**src/rtl/seq_arith_pkg.sv**
```systemverilog
// Shared definitions for the sequential multiplier and divider:
// FSM state encoding, default operand widths and step counter sizing.
package seq_arith_pkg;

  typedef enum logic [1:0] {
    IDLE = 2'd0,
    RUN  = 2'd1,
    DONE = 2'd2
  } state_e;

  localparam int DEF_DW = 16;
  localparam int DEF_VW = 12;

  // Width of a counter running 0..w-1, never narrower than one bit.
  function automatic int step_cw(input int w);
    return (w > 1) ? $clog2(w) : 1;
  endfunction

  localparam int DEF_STEP_CW = step_cw(DEF_DW);

endpackage

```
**src/rtl/div_step.sv**
```systemverilog
// One restoring-division step: shift the next dividend bit into the
// partial remainder, subtract the divisor if it fits, emit the quotient bit.
module div_step #(
  parameter int VW = 12
) (
  input  logic [VW:0]   r_i,
  input  logic          q_msb_i,
  input  logic [VW-1:0] divisor_i,
  output logic [VW:0]   r_o,
  output logic          q_bit_o
);

  logic [VW:0] t;
  logic [VW:0] div_ext;
  // The partial remainder stays below the divisor between steps, so its
  // top bit is always 0 and does not take part in the shifted value.
  logic        unused_r_msb;

  assign unused_r_msb = r_i[VW];
  assign t            = {r_i[VW-1:0], q_msb_i};
  assign div_ext      = {1'b0, divisor_i};

  // Compare and conditionally subtract.
  always_comb begin
    q_bit_o = 1'b0;
    r_o     = t;
    if (t >= div_ext) begin
      q_bit_o = 1'b1;
      r_o     = t - div_ext;
    end
  end

endmodule

```
**src/rtl/seq_div.sv**
```systemverilog
// Sequential restoring divider, one quotient bit per clock, with a
// start/busy/done handshake. Divide-by-zero finishes immediately with an
// all-ones quotient and a sticky flag.
module seq_div
  import seq_arith_pkg::*;
#(
  parameter int DW = DEF_DW,
  parameter int VW = DEF_VW
) (
  input  logic          i_clk,
  input  logic          i_rst,
  input  logic          i_clear,
  input  logic          i_start,
  input  logic [DW-1:0] i_dividend,
  input  logic [VW-1:0] i_divisor,
  output logic          o_busy,
  output logic          o_done,
  output logic          o_div_zero,
  output logic [DW-1:0] o_quotient,
  output logic [VW-1:0] o_remainder
);

  localparam int CW = step_cw(DW);
  localparam logic [CW-1:0] LAST_STEP = CW'(DW - 1);

  state_e        state_q, state_d;
  logic [CW-1:0] cnt_q, cnt_d;
  logic [VW:0]   r_q, r_d;
  logic [DW-1:0] q_q, q_d;
  logic [VW-1:0] div_q, div_d;
  logic [DW-1:0] quot_q, quot_d;
  logic [VW-1:0] rem_q, rem_d;
  logic          dz_q, dz_d;

  logic [VW:0]   r_nxt;
  logic          q_bit;

  div_step #(.VW(VW)) u_step (
    .r_i       (r_q),
    .q_msb_i   (q_q[DW-1]),
    .divisor_i (div_q),
    .r_o       (r_nxt),
    .q_bit_o   (q_bit)
  );

  // Next-state logic: start acceptance, step sequencing, result write-back.
  always_comb begin
    state_d = state_q;
    cnt_d   = cnt_q;
    r_d     = r_q;
    q_d     = q_q;
    div_d   = div_q;
    quot_d  = quot_q;
    rem_d   = rem_q;
    dz_d    = dz_q;

    case (state_q)
      RUN: begin
        r_d   = r_nxt;
        q_d   = {q_q[DW-2:0], q_bit};
        cnt_d = cnt_q + 1'b1;
        if (cnt_q == LAST_STEP) begin
          quot_d  = {q_q[DW-2:0], q_bit};
          rem_d   = r_nxt[VW-1:0];
          cnt_d   = '0;
          state_d = DONE;
        end
      end
      DONE: state_d = IDLE;
      default: ;
    endcase

    // IDLE and DONE both accept a new operation; DONE allows back-to-back.
    if ((state_q == IDLE || state_q == DONE) && i_start) begin
      div_d = i_divisor;
      q_d   = i_dividend;
      r_d   = '0;
      cnt_d = '0;
      rem_d = '0;
      if (i_divisor == '0) begin
        quot_d  = '1;
        dz_d    = 1'b1;
        state_d = DONE;
      end else begin
        quot_d  = '0;
        dz_d    = 1'b0;
        state_d = RUN;
      end
    end

    // Clear wins over everything, including a simultaneous start.
    if (i_clear) begin
      state_d = IDLE;
      cnt_d   = '0;
      r_d     = '0;
      q_d     = '0;
      div_d   = '0;
      quot_d  = '0;
      rem_d   = '0;
      dz_d    = 1'b0;
    end
  end

  // State and datapath registers.
  always_ff @(posedge i_clk or posedge i_rst) begin
    if (i_rst) begin
      state_q <= IDLE;
      cnt_q   <= '0;
      r_q     <= '0;
      q_q     <= '0;
      div_q   <= '0;
      quot_q  <= '0;
      rem_q   <= '0;
      dz_q    <= 1'b0;
    end else begin
      state_q <= state_d;
      cnt_q   <= cnt_d;
      r_q     <= r_d;
      q_q     <= q_d;
      div_q   <= div_d;
      quot_q  <= quot_d;
      rem_q   <= rem_d;
      dz_q    <= dz_d;
    end
  end

  assign o_busy      = (state_q == RUN);
  assign o_done      = (state_q == DONE);
  assign o_div_zero  = dz_q;
  assign o_quotient  = quot_q;
  assign o_remainder = rem_q;

endmodule
```
**config.mk**
```make
export PLATFORM = sky130hd
export DESIGN_NAME = seq_div
export DESIGN_NICKNAME = d
export VERILOG_FILES = /design/src/rtl/seq_arith_pkg.sv /design/src/rtl/div_step.sv /design/src/rtl/seq_div.sv
export SDC_FILE = /design/constraint.sdc
export NUM_CORES = 1
export LEC_CHECK = 0
export CAP_MARGIN = 5
export CORE_MARGIN = 1.5
export CORE_UTILIZATION = 40
export CTS_CLUSTER_DIAMETER = 40
export CTS_CLUSTER_SIZE = 16
export DETAILED_ROUTE_END_ITERATION = 10
export PLACE_DENSITY = 0.7
export SLEW_MARGIN = 0
export SYNTH_ARGS = -nofsm -noshare
export SYNTH_HDL_FRONTEND = slang
export SYNTH_HIERARCHICAL = 1
export SYNTH_SLANG_ARGS = --single-unit
```
**constraint.sdc**
```tcl
create_clock -name i_clk -period 3.2 [get_ports i_clk]
set_input_delay 0.64 -clock i_clk [delete_from_list [all_inputs] [get_ports i_clk]]
set_output_delay 0.64 -clock i_clk [all_outputs]
set_load 0.005 [all_outputs]
```
==> reports/results.ini <==
[floorplanning]
die_h_um = 104
core-area_um2 = 9860
io_pins = 63
die_x_um = 104
die_area_um2 = 10800
start_util_pct = 41.4
placementRows = 36

[logic_synthesis]
synth_nets = 478
avgSynthCellArea_um2 = 9.46
netlist_area_um2 = 4090
synthCells = 432
yosysWarningCount = 6

[worst_setup_path]
path_class = flop to flop
reg2regPathDepth = 9
cp_slowest_cell = a2111oi_4
rr_startpoint = r_q[7]$_DFFE_PP0P_
worstPathCellList = ha_1 -> a21oi_2 -> o21ai_1 -> nor2b_4 -> a2111oi_4 -> and2_4 -> inv_2 -> mux2_1 -> a32o_1
worstPathMaxFanout = 12
critical_path_required_ns = 3.43
r2r_slack_ns = 0.49
arrival_ns = 2.95
cpPeakStageDelay_ns = 0.42
crit_path_end_kind = flop
path_delay_family = compound AO/OA/AOI/OAI gates
rr_endpoint = o_remainder[2]$_DFFE_PP0P_
critPathBufInv = 1
startpoint_type = flop

[power]
pwr-share-seq_pct = 35.0
peakVddDrop_mv = 0.271
switchingPower_mw = 1.09
swShare_pct = 33.9
p_int_mw = 2.12
clock_power_share_pct = 26.7
power_leakage_nw = 2.26
p_per_area_nw_per_um2 = 637
comb_power_share_pct = 38.3
p_total_mw = 3.21

[clocking]
clock_latency_ns = 0.35
tritoncts = yes
cts_buffer_depth = 2
clock-root-buffer = clkbuf_8
holdBufCountCts = 0
post_cts_buffers = 0
cts-resized-gates = 0
cts_inserted_buffers = 9
htree_num_levels = 3
clkSinkCount = 75
clk_pin_slew_ns = 0.08

[global_routing]
grt.busiest_layer = met2
grt_use_met2_pct = 29.0
grt_use_total_pct = 19.0
grt_max_degree = 58
grt_pass1_wl_um = 16600
grt.met1_usage_pct = 26.5
met3_usage_pct = 4.14
grt_pass1_vias = 3362
grt_overflow_total = 0
antenna_found_initial = 0

[hold_path]
min_path_cells = 2
hp-class = flop to flop
min_from = o_remainder[8]$_DFFE_PP0P_
whs_endpoint = o_remainder[8]$_DFFE_PP0P_

[sta]
finalCritPeriodShare_pct = 84.8
max_freq_mhz = 368
worst_pin_slew_ns = 0.762
setup_viol = 0
fin_ws_ns = 0.485
fin_crit_ns = 2.71
slew_viol_final = 0
setup-tns-final_ns = 0
finalHoldViolations = 0
grt_setup_unrepaired = no
skew_ns = 0.0134
max_slew_margin_pct = 49.2

[cells_and_area]
instances_no_fill = 625
nets = 533
design_area_um2 = 5030
syn_to_final_growth_pct = 23.1
drive_above_1_share_pct = 9.96
antenna_cells = 0

[drt]
drt_iter0_drc = 186
drt_pass1_iterations = 4
routed_wl_um = 9860
final_antenna_net_count = 0
viasPerCell = 5.43
drc = 0
vias = 3391
post_drt_wl_per_cell_um = 15.8

[placed_design]
dp_hpwl_um = 6970
place_area_um2 = 4800
gp_congestion = 0.859
dp_slack_ns = 0.514
dp_cells = 609
portBuffers = 62

[flow_run]
maxCapViolations = 0

[run_status]
status = complete, no violations

-- tightest hold or removal path, stage by stage (launching register included) --
cell,delay [ns]
dfrtp_1,0.35
nand2_1,0.05
o21ai_0,0.06
-- layer usage --
| metal | wire [um] | part of all wire, % |
|---|---|---|
| met5 | 0 | 0 |
| met4 | 121 | 1.2 |
| met3 | 479 | 4.9 |
| met2 | 4630 | 47 |
| met1 | 4630 | 47 |
-- power by group through the flow --
stage / clock network, mW / logic, mW / registers, mW
4_1_cts: 0.867 / 1.23 / 1.12
3_3_place_gp: 0 / 1.21 / 1.14
6_report: 0.856 / 1.23 / 1.12
2_1_floorplan: 0 / 0.918 / 1.13
5_1_grt: 0.915 / 1.34 / 1.14
3_5_place_dp: 0 / 1.23 / 1.14
-- sequential cells by signal, summed over array words and instances, names as in the netlist --
signal	cells
o_quotient	16
q_q	16
div_q	12
o_remainder	12
r_q	12
cnt_q	4
state_q	2
o_div_zero	1
-- cell usage in the layout (no fill, tap or decap), types with 6 or more instances in the layout --
master / count
nand2_1: 115
dfrtp_1: 75
clkdlybuf4s50_1: 62
a22o_1: 26
nor2_1: 25
a21oi_1: 23
a311oi_1: 18
inv_1: 17
ha_1: 13
clkbuf_8: 10
a32o_1: 8
buf_4: 8
nand3_1: 7
o21ai_0: 7
mux2_4: 6
-- cell type report --
class	instances	area, um^2
clock inverter	6	96.3
sequential	75	1880
inverter	20	75.1
fill	924	4830
timing repair buffer	71	701
tap	133	166
clock buffer	10	138
multi-input combinational	310	1980
-- metrics by stage --
step	hold WS, ns	util (%)
2_1_floorplan	0.473	-
3_3_place_gp	0.476	48.6
3_5_place_dp	0.479	48.6
4_1_cts	0.498	51.0
5_1_grt	0.530	51.0
6_report	0.486	51.0
-- worst max-delay path by stage --
| stage | from | endpoint | slack, ns | cells after the start |
|---|---|---|---|---|
| finish | r_q[7]$_DFFE_PP0P_ | o_remainder[2]$_DFFE_PP0P_ | 0.49 | 9 |
| global route | q_q[15]$_DFFE_PP0P_ | o_remainder[10]$_DFFE_PP0P_ | 0.30 | 11 |
| CTS | r_q[7]$_DFFE_PP0P_ | o_remainder[2]$_DFFE_PP0P_ | 0.50 | 9 |
| detailed placement | r_q[7]$_DFFE_PP0P_ | o_remainder[2]$_DFFE_PP0P_ | 0.51 | 9 |
| global placement | r_q[7]$_DFFE_PP0P_ | o_remainder[2]$_DFFE_PP0P_ | 0.60 | 9 |
| floorplan | i_rst | cnt_q[0]$_DFFE_PP0P_ | 0.65 | 1 |
No activity file was read; power rests on OpenSTA's default activity.
